## src/rtl/local_mem_pkg.sv

```systemverilog
// local_mem_pkg: shared types for the local memory initiator
package local_mem_pkg;
  localparam int ID_W = 4;
  typedef enum logic [1:0] {BYTE = 2'b00, HALF = 2'b01, WORD = 2'b10} mem_size_t;
  typedef struct packed {
    logic [31:0]     data;
    logic [ID_W-1:0] id;
    logic            err;
  } mem_rsp_t;
  function automatic logic size_err(input logic [1:0] size, input logic [1:0] off);
    return size == 2'b11 || (size == HALF && off[0]) || (size == WORD && off != 2'b00);
  endfunction
endpackage

```

## src/rtl/local_memory_interface.sv

```systemverilog
// local_memory_interface: single-port byte-enabled RAM port with 1-cycle read latency
interface local_memory_interface;
  logic [29:0] addr;
  logic        en;
  logic [3:0]  be;
  logic [31:0] data_in;
  logic [31:0] data_out;
  modport master (output addr, en, be, data_in, input data_out);
  modport slave (input addr, en, be, data_in, output data_out);
endinterface

```

## src/rtl/local_mem_rsp_fifo.sv

```systemverilog
// local_mem_rsp_fifo: synchronous response FIFO with occupancy count
module local_mem_rsp_fifo #(
  parameter int DEPTH = 4,
  parameter int W     = 37
) (
  input  logic                       clk,
  input  logic                       rst,
  input  logic                       push,
  input  logic                       pop,
  input  logic [W-1:0]               din,
  output logic [W-1:0]               dout,
  output logic [$clog2(DEPTH+1)-1:0] count
);
  localparam int PW = DEPTH > 1 ? $clog2(DEPTH) : 1;
  localparam int CW = $clog2(DEPTH+1);
  logic [W-1:0]  mem_q [DEPTH];
  logic [PW-1:0] wr_q, wr_d, rd_q, rd_d;
  logic [CW-1:0] cnt_q, cnt_d;
  logic          do_push, do_pop;
  // pointer and count updates, pointers wrap at DEPTH
  always_comb begin
    do_push = push && cnt_q != CW'(DEPTH);
    do_pop  = pop && cnt_q != '0;
    wr_d    = do_push ? (wr_q == PW'(DEPTH-1) ? '0 : wr_q + 1'b1) : wr_q;
    rd_d    = do_pop ? (rd_q == PW'(DEPTH-1) ? '0 : rd_q + 1'b1) : rd_q;
    cnt_d   = cnt_q + CW'(do_push) - CW'(do_pop);
    dout    = cnt_q != '0 ? mem_q[rd_q] : '0;
    count   = cnt_q;
  end
  // control state, cleared by active-low reset
  always_ff @(posedge clk) begin
    if (!rst) begin
      wr_q  <= '0;
      rd_q  <= '0;
      cnt_q <= '0;
    end else begin
      wr_q  <= wr_d;
      rd_q  <= rd_d;
      cnt_q <= cnt_d;
    end
  end
  // entry storage, no reset needed since count gates visibility
  always_ff @(posedge clk) begin
    if (do_push) mem_q[wr_q] <= din;
  end
endmodule

```

## src/rtl/local_mem_initiator.sv

```systemverilog
// local_mem_initiator: load/store adapter onto a 1-cycle-latency local memory port
module local_mem_initiator #(
  parameter int RSP_DEPTH = 4,
  parameter int ID_W      = 4
) (
  input  logic                  clk,
  input  logic                  rst,
  input  logic                  req_valid,
  output logic                  req_ready,
  input  logic [31:0]           req_addr,
  input  logic                  req_we,
  input  logic [1:0]            req_size,
  input  logic                  req_sign,
  input  logic [31:0]           req_wdata,
  input  logic [ID_W-1:0]       req_id,
  output logic                  rsp_valid,
  input  logic                  rsp_ready,
  output logic [31:0]           rsp_data,
  output logic [ID_W-1:0]       rsp_id,
  output logic                  rsp_err,
  local_memory_interface.master mem
);
  import local_mem_pkg::*;
  localparam int CW = $clog2(RSP_DEPTH+1);
  localparam int FW = 32 + ID_W + 1;
  logic [1:0]      off, off_q, off_d, size_q, size_d;
  logic            err, accept, pop;
  logic [3:0]      be_full;
  logic [CW:0]     used;
  logic [CW-1:0]   fifo_count;
  logic            s1_valid_q, s1_valid_d, we_q, we_d, sign_q, sign_d, err_q, err_d;
  logic [ID_W-1:0] id_q, id_d;
  logic [31:0]     sh, fmt;
  logic [FW-1:0]   push_data, head;
  // request decode: credit check, RAM command and stage 1 capture
  always_comb begin
    used       = {1'b0, fifo_count} + (CW+1)'(s1_valid_q);
    req_ready  = rst && used < (CW+1)'(RSP_DEPTH);
    off        = req_addr[1:0];
    err        = size_err(req_size, off);
    accept     = req_valid && req_ready;
    be_full    = req_size == BYTE ? 4'b0001 << off : req_size == HALF ? 4'b0011 << off : 4'b1111;
    mem.en     = accept && !err;
    mem.be     = accept && !err && req_we ? be_full : 4'b0000;
    mem.addr   = req_addr[31:2];
    mem.data_in = req_size == BYTE ? {4{req_wdata[7:0]}} : req_size == HALF ? {2{req_wdata[15:0]}} : req_wdata;
    s1_valid_d = accept;
    we_d       = accept ? req_we : we_q;
    size_d     = accept ? req_size : size_q;
    sign_d     = accept ? req_sign : sign_q;
    off_d      = accept ? off : off_q;
    id_d       = accept ? req_id : id_q;
    err_d      = accept ? err : err_q;
  end
  // stage 1 register holding the request attributes for the read-data cycle
  always_ff @(posedge clk) begin
    if (!rst) begin
      s1_valid_q <= 1'b0;
      we_q       <= 1'b0;
      size_q     <= 2'b00;
      sign_q     <= 1'b0;
      off_q      <= 2'b00;
      id_q       <= '0;
      err_q      <= 1'b0;
    end else begin
      s1_valid_q <= s1_valid_d;
      we_q       <= we_d;
      size_q     <= size_d;
      sign_q     <= sign_d;
      off_q      <= off_d;
      id_q       <= id_d;
      err_q      <= err_d;
    end
  end
  // load formatter: lane-align then zero/sign extend; stores and errors return 0
  always_comb begin
    sh        = mem.data_out >> {off_q, 3'b000};
    fmt       = size_q == BYTE ? {{24{sign_q & sh[7]}}, sh[7:0]} :
                size_q == HALF ? {{16{sign_q & sh[15]}}, sh[15:0]} : sh;
    push_data = {we_q || err_q ? 32'd0 : fmt, id_q, err_q};
    rsp_valid = fifo_count != '0;
    pop       = rsp_valid && rsp_ready;
    {rsp_data, rsp_id, rsp_err} = head;
  end
  local_mem_rsp_fifo #(.DEPTH(RSP_DEPTH), .W(FW)) u_fifo (
    .clk   (clk),
    .rst   (rst),
    .push  (s1_valid_q),
    .pop   (pop),
    .din   (push_data),
    .dout  (head),
    .count (fifo_count)
  );
endmodule

```

## src/flat_wrapper.sv

```systemverilog
// flat-port wrapper written by rule: the top's interface ports become plain ports
module local_mem_initiator_flat import local_mem_pkg::*;
#(
  parameter int RSP_DEPTH = 4,
  parameter int ID_W      = 4
)
  (clk, rst, req_valid, req_ready, req_addr, req_we, req_size, req_sign, req_wdata, req_id, rsp_valid, rsp_ready, rsp_data, rsp_id, rsp_err, mem_addr, mem_en, mem_be, mem_data_in, mem_data_out);
  local_memory_interface mem_i ();
  input  logic clk;
  input  logic rst;
  input  logic req_valid;
  output logic req_ready;
  input  logic [31:0] req_addr;
  input  logic req_we;
  input  logic [1:0] req_size;
  input  logic req_sign;
  input  logic [31:0] req_wdata;
  input  logic [ID_W-1:0] req_id;
  output logic rsp_valid;
  input  logic rsp_ready;
  output logic [31:0] rsp_data;
  output logic [ID_W-1:0] rsp_id;
  output logic rsp_err;
  output wire logic [$bits(mem_i.addr)-1:0] mem_addr;
  output wire logic [$bits(mem_i.en)-1:0] mem_en;
  output wire logic [$bits(mem_i.be)-1:0] mem_be;
  output wire logic [$bits(mem_i.data_in)-1:0] mem_data_in;
  input wire logic [$bits(mem_i.data_out)-1:0] mem_data_out;
  assign mem_addr = mem_i.addr;
  assign mem_en = mem_i.en;
  assign mem_be = mem_i.be;
  assign mem_data_in = mem_i.data_in;
  assign mem_i.data_out = mem_data_out;
  local_mem_initiator #(.RSP_DEPTH(RSP_DEPTH), .ID_W(ID_W)) u_core (.clk(clk), .rst(rst), .req_valid(req_valid), .req_ready(req_ready), .req_addr(req_addr), .req_we(req_we), .req_size(req_size), .req_sign(req_sign), .req_wdata(req_wdata), .req_id(req_id), .rsp_valid(rsp_valid), .rsp_ready(rsp_ready), .rsp_data(rsp_data), .rsp_id(rsp_id), .rsp_err(rsp_err), .mem(mem_i));
endmodule
```

## config.mk

```make
export PLATFORM = sky130hd
export DESIGN_NAME = local_mem_initiator_flat
export DESIGN_NICKNAME = d
export VERILOG_FILES = /design/src/rtl/local_mem_pkg.sv /design/src/rtl/local_memory_interface.sv /design/src/rtl/local_mem_rsp_fifo.sv /design/src/rtl/local_mem_initiator.sv /design/src/flat_wrapper.sv
export SDC_FILE = /design/constraint.sdc
export NUM_CORES = 1
export LEC_CHECK = 0
export ABC_AREA = 1
export CAP_MARGIN = 20
export CORE_MARGIN = 5
export CORE_UTILIZATION = 60
export DETAILED_ROUTE_END_ITERATION = 8
export DONT_BUFFER_PORTS = 1
export PLACE_DENSITY = 0.76
export SETUP_SLACK_MARGIN = 0.3
export SYNTH_ARGS = -nofsm -noshare
export SYNTH_HDL_FRONTEND = slang
export SYNTH_HIERARCHICAL = 1
export SYNTH_SLANG_ARGS = --single-unit
```

## constraint.sdc

```tcl
create_clock -name clk -period 3.51 [get_ports clk]
set_input_delay 0.1755 -clock clk [delete_from_list [all_inputs] [get_ports clk]]
set_output_delay 0.1755 -clock clk [all_outputs]
set_load 0.02 [all_outputs]
```

==> flow_summary.yaml, run 1 <==
grt:
  overflow: 0
  grtUsageTotal: 0.2288
  grtUsageMet2: 0.4095
  grt_start_max_net_pins: 105
  use_met1: 0.2601
  grt_busiest_layer: "met2"
  grt_pass1_wl_um: 29210
  met3_usage: 0.06341
  grt_pass1_vias: 5598
  antenna_found_initial: 0
die:
  coreArea_sq_mm: 0.01437
  die_h_um: 130.4
  ios: 214
  die_width_um: 130.4
  rows: 44
  initial_utilization: 0.6055
  die_area_sq_mm: 0.01701
timing:
  fin_crit_ns: 2.868
  setup_viol: 0
  hold_viol: 0
  fin_skew_ns: 0.006360
  rsz0062_at_grt: "no"
  post-route-period-util: 0.8172
  tightest_slew_ns: 0.9265
  fmaxAchievable_ghz: 0.3486
  slew_headroom: 0.3800
  setup-tns-final_ns: 0
  slew_violations: 0
routing:
  ant_nets: 0
  wl_per_cell_um: 16.39
  initialDrtViolationCount: 484
  vias_per_cell: 5.264
  drt_drc_violations_left: 0
  via_count: 6212
  first_pass_iters: 5
  totalWireLength_um: 19350
final_layout:
  postLayoutCoreUtil: 0.6403
  drive_above_1_share: 0.05221
  syn_to_final_growth_pct: 5.753
  final_common_cell: "nand2_1"
  multi_input_area_sq_mm: 0.002885
  n_antenna_cell: 0
  final_cell_mix: "nand2_1, nor2_1, edfxtp_1, inv_1, a21oi_1"
  final.fill_count: 1173
  ff_latch_area_sq_mm: 0.004868
  nets: 1102
setup_path:
  critPathCaptureType: "output pin"
  critical_path_class: "in2out"
  worstPathMaxFanout: 15
  crit_required_ns: 3.33
  cp.arrival_ns: 2.69
  critPathLaunchType: "primary input"
yosys:
  synthesis.area_sq_mm: 0.008700
  ys.flop_type: "edfxtp_1"
  ys_seq_area_frac: 0.5592
  synth_area_leader_cell: "edfxtp_1"
  syn_avg_cell_area_sq_um: 8.438
  syn-num-nets: 1150
  syn_inst: 1031
  async_reset_ff_frac: 0
  synth_top_area_share: 0.5109
  synth_edf_count: 148
  ys_types: 29
  synthTopCellsByArea: "edfxtp_1, nand2_1, nor2_1"
  synth_seq_cells: 169
  yosysWarnings: 6
run_status:
  status: "finished clean"
clock_tree:
  h-tree-depth: 4
  ctsResizeCount: 0
  cts-root-buf: "clkbuf_16"
  cts_buffers: 17
  clkTransAtPathRegs_ns: 0.06
  cts.sinks: 169
  insertion_delay_ns: 0.43
  cts_tree: "yes"
  clk_path_buf_depth: 2
power_and_ir_drop:
  powerDensity_mw_per_mm2: 670.7
  peakVddDrop_v: 0.0003587
  leakage_nw: 3.922
place:
  gp_congestion: 0.8762
  port_buffers: 0
  place_hpwl_um: 12550
min_path:
  hold_path_class: "in2reg"
flow_run:
  drv_cap: 0
report_power, final:
group / internal [mW] / leakage (nW) / switching (mW)
registers: 2.44 / 1.54 / 0.104
clock network: 1.12 / 0.293 / 0.747
logic: 0.389 / 2.09 / 1.36
total: 3.96 / 3.92 / 2.22
cells in the mapped netlist, types with 4 or more instances:
library cell	n
a21oi_1	56
nand2_1	308
buf_4	43
dfxtp_1	21
o211a_1	7
nor2_1	198
o211ai_1	7
o21ai_0	27
buf_2	27
ha_1	10
inv_1	111
edfxtp_1	148
clkbuf_1	12
nand3_1	31
buf_6	4
inv_2	4
layer usage:
metal / share of wire / up-vias
met5: 0 / -
met4: 0.027 / 0
met3: 0.072 / 43
met2: 0.53 / 236
met1: 0.37 / 2791
li1: - / 3142
repair_timing:
action,in CTS,in global routing
hold endpoints to repair,21,0
buffers inserted,0,0
hold buffers,11,0
stage by stage:
stage	area, sq um	power [mW]	worst slack [ns]	hold slack [ns]	instances
3_3_place_gp	8488	4.307	1.180	0.2753	1137
2_1_floorplan	8700	4.050	0.8192	0.2731	1031
6_report	9200	6.170	0.6417	0.06891	1180
5_1_grt	9200	6.491	0.4653	0.09753	1180
4_1_cts	9200	6.208	0.6767	0.04863	1180
3_5_place_dp	8488	4.336	1.145	0.2822	1137
registers in the layout, summed over array words and instances (netlist names), 2 cells and up, named ones only:
signal,count
u_core/u_fifo/mem_q,148
u_core/id_q,4
u_core/u_fifo/count,3
u_core/off_q,2
u_core/size_q,2
u_core/u_fifo/rd_q,2
u_core/u_fifo/wr_q,2
worst paths after layout:
path,startpoint,endpoint,slack (ns),cells after the start
max,rst,mem_be[2],0.64,7
min,req_addr[1],u_core/off_q[1],0.07,2
max reg2reg,u_core/u_fifo/count[2],u_core/u_fifo/count[2],1.12,12
min reg2reg,u_core/we_q,u_core/we_q,0.49,2
worst max-delay path: stages:
cell	delay (ns)
dlygate4sd3_1	0.84
inv_2	0.18
nor2_1	0.20
nand3_2	0.32
a21oi_2	0.42
nand2_1	0.19
nor2_1	0.36
logic make-up after synthesis:
family | synth area share
xor gates and xnor gates | 0.001007
AOI/OAI and AO/OA | 0.06731
and+or+nand+nor | 0.2432
adders and majority gates | 0.01668
DFF | 0.5592
buffers and inverters | 0.1126
final cells by class:
cell class | count | share of cell area
Sequential cell | 169 | 0.5292
Inverter | 115 | 0.04692
Tap cell | 184 | 0.02502
Clock buffer | 18 | 0.04665
Timing Repair Buffer | 19 | 0.01986
Multi-Input combinational cell | 661 | 0.3136
Clock inverter | 14 | 0.01877
Note: power is estimated with default switching activity, not from simulation.
==> run 2, diff against run 1 <==
--- a/config.mk
+++ b/config.mk
@@ -5,13 +5,13 @@
 export SDC_FILE = /design/constraint.sdc
 export NUM_CORES = 1
 export LEC_CHECK = 0
-export ABC_AREA = 1
+export ABC_AREA = 0
 export CAP_MARGIN = 20
 export CORE_MARGIN = 5
-export CORE_UTILIZATION = 60
+export CORE_UTILIZATION = 57
 export DETAILED_ROUTE_END_ITERATION = 8
 export DONT_BUFFER_PORTS = 1
-export PLACE_DENSITY = 0.76
+export PLACE_DENSITY = 0.75
 export SETUP_SLACK_MARGIN = 0.3
 export SYNTH_ARGS = -nofsm -noshare
 export SYNTH_HDL_FRONTEND = slang
==> constraint.sdc (replaced) <==
create_clock -name clk -period 2.4 [get_ports clk]
set_input_delay 0.12 -clock clk [delete_from_list [all_inputs] [get_ports clk]]
set_output_delay 0.12 -clock clk [all_outputs]
set_load 0.02 [all_outputs]
==> run 2 against run 1 <==
Compared with the run above:
- hold slack gained 0.015 ns
- synthesized cell count shrank 48%
- via count shrank 26%
- critical path type is now reg2reg
- global-route usage shrank 0.37 points
==> flow_summary.yaml, run 2 <==
final_layout:
  syn_to_final_growth_pct: 14.11
  final_cell_mix: "edfxtp_1, nor2b_1, buf_4, mux2i_1, mux4_2"
  nets: 684
  drive_above_1_share: 0.2716
  final.fill_count: 930
  regMostFlops: "u_core/u_fifo/mem_q"
  multi_input_area_sq_mm: 0.002814
  ff_latch_area_sq_mm: 0.004881
  final_common_cell: "edfxtp_1"
  final_cells: 759
  largest_register_ffs: 148
routing:
  drt_drc_violations_left: 0
  wl_per_cell_um: 24.60
  initialDrtViolationCount: 344
  ant_nets: 0
  via_count: 4610
  first_pass_iters: 4
  vias_per_cell: 6.074
  totalWireLength_um: 18670
clock_tree:
  h-tree-depth: 4
  insertion_delay_ns: 0.43
  cts-root-buf: "clkbuf_16"
  clk_path_buf_depth: 2
  cts.sinks: 169
  clkTransAtPathRegs_ns: 0.06
  cts_tree: "yes"
  cts_buffers: 17
die:
  coreArea_sq_mm: 0.01393
  ios: 214
  die_area_sq_mm: 0.01677
  die_width_um: 129.5
  rows: 43
  die_h_um: 129.5
  initial_utilization: 0.5841
yosys:
  ys_types: 46
  synth_top_area_share: 0.5460
  synthTopCellsByArea: "edfxtp_1, mux4_2, dfxtp_1"
  synth_area_leader_cell: "edfxtp_1"
  synth_edf_count: 148
  ys_seq_area_frac: 0.5977
  ys.flop_type: "edfxtp_1"
  synthTopCellsByCount: "edfxtp_1, nor2b_1, buf_4"
  syn_inst: 534
  synthesis.area_sq_mm: 0.008139
  syn-num-nets: 653
  synth_seq_cells: 169
  syn_avg_cell_area_sq_um: 15.24
  yosysWarnings: 6
  async_reset_ff_frac: 0
  yosysMostFrequentCell: "edfxtp_1"
min_path:
  holdPathStages: 2
  hold_path_class: "in2reg"
  worstHoldStart: "mem_data_out[26]"
  holdPathEnd: "u_core/u_fifo/mem_q[1][15]"
timing:
  hold_viol: 0
  fin_skew_ns: 0.008996
  post-route-period-util: 0.9150
  timing.hold.ws_ns: 0.08364
  setup_viol: 0
  tightest_slew_ns: 0.8036
  setup-tns-final_ns: 0
  slew_violations: 0
  rsz0062_at_grt: "yes"
  fin_crit_ns: 2.196
  fmaxAchievable_ghz: 0.4554
  slew_headroom: 0.4586
place:
  port_buffers: 0
  place_hpwl_um: 12460
  gp_congestion: 0.8704
  placedCellCount: 688
setup_path:
  reg2reg_setup_slack_ns: 0.20
  worstPathMaxFanout: 2
  critical_path_class: "reg2reg"
  crit_required_ns: 2.72
  r2r.worst_path.cells: 10
  r2r-start: "u_core/u_fifo/count[2]"
  cp.arrival_ns: 2.52
  critPathCaptureType: "register"
  r2r-end: "u_core/u_fifo/count[2]"
  critPathLaunchType: "register"
grt:
  antenna_found_initial: 1
  grt_start_max_net_pins: 38
  overflow: 0
  grt_pass1_wl_um: 27810
  grtUsageTotal: 0.2251
  grt_pass1_vias: 4852
power_and_ir_drop:
  leakage_nw: 3.259
  powerDensity_mw_per_mm2: 920.9
  peakVddDrop_v: 0.0006426
run_status:
  status: "finished clean"
flow_run:
  drv_cap: 0
run 2: cell types whose count changed after synthesis, sizes merged, moves of 13 or more:
cell    change
buf        -16
nand2     -293
and2b      +13
nand3      -27
a21oi      -54
mux2i      +37
a211oi     +21
inv       -109
mux2       +17
mux4       +38
nor2      -175
nor2b      +44
run 2: kinds of logic after synthesis:
family                   after synthesis  synth area share
AO/OA/AOI/OAI                         65           0.05626
XOR/XNOR                               3          0.003229
adder cells (fa/ha/maj)               11           0.01783
buffers and inverters                 74           0.06364
flip-flops                           169            0.5977
multiplexers                          92            0.1765
AND/OR/NAND/NOR                      120           0.08486
run 2: repair_timing:
action	CTS	global route
endpoints found under the setup margin	32	42
pin swaps	2	1
hold buffers	30	1
resized for setup	3	8
setup buffers	6	2
endpoints found under the hold margin	52	1
run 2: worst max-delay path, cell delays in order (launching register included):
cell,delay (ns)
dfxtp_4,0.34
or3_4,0.39
and2_4,0.16
o31ai_4,0.06
xnor2_2,0.15
ha_2,0.18
inv_1,0.05
fa_2,0.35
xnor2_2,0.14
xnor2_1,0.13
and2_1,0.15
run 2: layout make-up:
class / count / area share
sequential: 169 / 0.5255
multi-input combinational: 291 / 0.3030
timing repair buffer: 80 / 0.08164
clock buffer: 17 / 0.04580
tap: 180 / 0.02425
clock inverter: 15 / 0.01711
inverter: 6 / 0.002425
antenna: 1 / 0.0002694
run 2: worst max-delay path by stage:
stage / slack, ns / to / start
2_1_floorplan: 0.15 / u_core/u_fifo/count[2] / u_core/u_fifo/count[2]
3_3_place_gp: 0.16 / u_core/u_fifo/count[2] / u_core/u_fifo/count[2]
3_5_place_dp: 0.08 / u_core/u_fifo/count[2] / u_core/u_fifo/count[2]
4_1_cts: 0.18 / u_core/u_fifo/count[2] / u_core/u_fifo/count[2]
5_1_grt: 0.13 / u_core/u_fifo/count[2] / u_core/u_fifo/count[2]
6_report: 0.20 / u_core/u_fifo/count[2] / u_core/u_fifo/count[2]
run 2: metal layers:
layer	vias to the layer above	track usage	part of all wire
li1	2059	-	-
met1	2266	0.2543	0.35
met2	230	0.3970	0.53
met3	55	0.06678	0.087
met4	0	0.09841	0.029
met5	-	0	0
run 2: metrics by stage:
| stage | setup slack [ns] | area (sq um) | utilization | total power [mW] |
|---|---|---|---|---|
| 2_1_floorplan | 0.1496 | 8179 | - | 5.258 |
| 3_3_place_gp | 0.1642 | 8308 | 0.5962 | 5.756 |
| 3_5_place_dp | 0.07943 | 8308 | 0.5962 | 5.821 |
| 4_1_cts | 0.1842 | 9245 | 0.6635 | 8.613 |
| 5_1_grt | 0.1251 | 9288 | 0.6665 | 8.902 |
| 6_report | 0.2041 | 9288 | 0.6665 | 8.553 |
run 2: report_power, final:
| part | switching, mW | internal, mW |
|---|---|---|
| registers | 0.0817 | 3.43 |
| logic | 1.32 | 1.03 |
| clock network | 1.07 | 1.61 |
==> run 3, diff against run 2 <==
--- a/config.mk
+++ b/config.mk
@@ -7,10 +7,11 @@
 export LEC_CHECK = 0
 export ABC_AREA = 0
 export CAP_MARGIN = 20
-export CORE_MARGIN = 5
+export CORE_MARGIN = 1
 export CORE_UTILIZATION = 57
 export DETAILED_ROUTE_END_ITERATION = 8
 export DONT_BUFFER_PORTS = 1
+export GPL_TIMING_DRIVEN = 0
 export PLACE_DENSITY = 0.75
 export SETUP_SLACK_MARGIN = 0.3
 export SYNTH_ARGS = -nofsm -noshare
==> run 3 against run 2 <==
Compared with the run above:
- sequential share of layout area shrank 0.20 points
- combinational power is essentially flat
- sequential cell count stayed put
- clock skew grew 0.0027 ns
- hold slack worse by 0.059 ns
- largest cell class unchanged
- largest power group unchanged
==> flow_summary.yaml, run 3 (synthesized netlist as in run 2, its figures left out) <==
clock_tree:
  insertion_delay_ns: 0.42
  cts.sinks: 169
  clkTransAtPathRegs_ns: 0.06
  cts_buffers: 17
  clk_path_buf_depth: 2
  cts_tree: "yes"
  h-tree-depth: 4
  cts-root-buf: "clkbuf_16"
grt:
  grt_pass1_wl_um: 28320
  antenna_found_initial: 1
  grt_start_max_net_pins: 38
  grtUsageTotal: 0.2705
  overflow: 0
  grt_pass1_vias: 4923
routing:
  totalWireLength_um: 19300
  drt_drc_violations_left: 0
  wl_per_cell_um: 24.97
  vias_per_cell: 6.177
  via_count: 4775
  first_pass_iters: 5
  ant_nets: 0
  initialDrtViolationCount: 474
setup_path:
  critical_path_class: "reg2reg"
  path_buf_inv: 1
  cp_slowest_cell: "or3_4"
  worstPathMaxFanout: 4
  path_depth: 10
  critPathLaunchType: "register"
  cp.arrival_ns: 2.58
  cpPeakStageDelay_ns: 0.43
  r2r-end: "u_core/u_fifo/count[2]"
  crit_required_ns: 2.71
  r2r.worst_path.cells: 10
  path_cells: "or3_4 -> and2_4 -> o31ai_4 -> xnor2_1 -> ha_2 -> inv_2 -> fa_2 -> xnor2_2 -> xnor2_1 -> and2_1"
  critPathCaptureType: "register"
  cpMostUsedCell: "xnor2_1"
  crit_family: "simple AND/OR/NAND/NOR gates"
  r2r-start: "u_core/u_fifo/count[2]"
  reg2reg_setup_slack_ns: 0.13
power_and_ir_drop:
  peakVddDrop_v: 0.0005370
  leakage_nw: 3.279
  p_total_mw: 8.456
  power_frac_comb: 0.277
  switchingPower_mw: 2.570
  seqPwrFrac: 0.416
  clkPwrFrac: 0.307
  p_sw_frac: 0.3039
  powerDensity_mw_per_mm2: 907.9
  p_int_mw: 5.886
timing:
  rsz0062_at_grt: "yes"
  slew_headroom: 0.2803
  fmaxAchievable_ghz: 0.4398
  setup-tns-final_ns: 0
  slew_violations: 0
  tightest_slew_ns: 1.080
  setup_viol: 0
  hold_viol: 0
  post-route-period-util: 0.9473
  fin_skew_ns: 0.01165
  fin_crit_ns: 2.274
die:
  die_width_um: 121.5
  die_h_um: 121.5
  rows: 43
  die_area_sq_mm: 0.01476
  ios: 214
  initial_utilization: 0.5864
  coreArea_sq_mm: 0.01388
final_layout:
  final_area_sq_mm: 0.009314
  syn_to_final_growth_pct: 14.44
  final_cell_mix: "edfxtp_1, buf_4, mux2i_1, mux4_2, nor2b_1"
  largest_register_ffs: 148
  ff_latch_area_sq_mm: 0.004876
  drive_above_1_share: 0.3277
  nets: 699
  multi_input_area_sq_mm: 0.002859
  regMostFlops: "u_core/u_fifo/mem_q"
  postLayoutCoreUtil: 0.6710
  final_common_cell: "edfxtp_1"
  final.fill_count: 910
min_path:
  hold_path_class: "in2reg"
  holdPathStages: 1
  holdPathEnd: "u_core/u_fifo/mem_q[3][34]"
  worstHoldStart: "mem_data_out[29]"
place:
  gp_congestion: 0.8898
  place_area_sq_mm: 0.008404
  port_buffers: 0
  place_hpwl_um: 13170
flow_run:
  drv_cap: 0
run_status:
  status: "finished clean"
run 3: cell count changes in the layout (fill, tap and decap cells not counted), moves of 3 or more:
cell,previous run,this run
buf_4,42,51
buf_6,2,5
clkbuf_1,0,9
clkbuf_4,0,3
nor2b_2,0,17
clkbuf_2,0,3
o21a_2,0,3
o21a_1,3,0
buf_2,0,6
buf_12,6,3
clkinv_2,6,1
dlygate4sd3_1,30,16
nor2b_1,44,27
run 3: metrics by stage:
step	hold slack (ns)	setup WS (ns)	std cells
6_report	0.02420	0.1264	773
5_1_grt	0.01066	0.02985	773
4_1_cts	0.001855	0.1028	771
3_5_place_dp	0.2541	0.07724	714
3_3_place_gp	0.2529	0.1003	714
2_1_floorplan	0.2482	0.1496	534
run 3: power groups by stage:
| stage | registers [mW] | logic [mW] | clock network, mW |
|---|---|---|---|
| final | 3.52 | 2.34 | 2.60 |
| after global routing | 3.54 | 2.49 | 2.74 |
| after CTS | 3.52 | 2.31 | 2.61 |
| after detailed placement | 3.59 | 2.06 | 0 |
| after global placement | 3.57 | 2.00 | 0 |
| after floorplan | 3.56 | 1.70 | 0 |
run 3: worst max path at each step:
stage | from | endpoint
after global placement | u_core/u_fifo/count[2] | u_core/u_fifo/count[2]
after floorplan | u_core/u_fifo/count[2] | u_core/u_fifo/count[2]
final | u_core/u_fifo/count[2] | u_core/u_fifo/count[2]
after global routing | u_core/u_fifo/count[0] | u_core/u_fifo/mem_q[0][12]
after detailed placement | u_core/u_fifo/count[2] | u_core/u_fifo/count[2]
after CTS | u_core/u_fifo/count[0] | u_core/u_fifo/count[2]
run 3: repair_timing:
action | in CTS | in global routing
setup endpoints to repair | 188 | 178
pin swaps | 7 | 4
resized for setup | 17 | 21
endpoints found under the hold margin | 38 | 0
hold buffers | 16 | 0
setup buffers | 10 | 1
gates cloned | 0 | 0
run 3: final cells by class:
class / count / share of cell area
Antenna cell: 1 / 0.0002687
Buffer: 68 / 0.05508
Clock buffer: 19 / 0.04648
Clock inverter: 12 / 0.01370
Inverter: 6 / 0.002418
Multi-Input combinational cell: 291 / 0.3070
Sequential cell: 169 / 0.5235
Tap cell: 180 / 0.02418
Timing Repair Buffer: 27 / 0.02740
run 3: metal layers:
| layer | vias up | global-route usage | part of all wire | wire length (um) |
|---|---|---|---|---|
| met5 | - | 0 | 0 | 0 |
| met4 | 0 | 0.1173 | 0.036 | 686 |
| met3 | 51 | 0.06955 | 0.070 | 1355 |
| met2 | 263 | 0.4883 | 0.55 | 10530 |
| met1 | 2380 | 0.2987 | 0.35 | 6723 |
| li1 | 2081 | - | - | - |
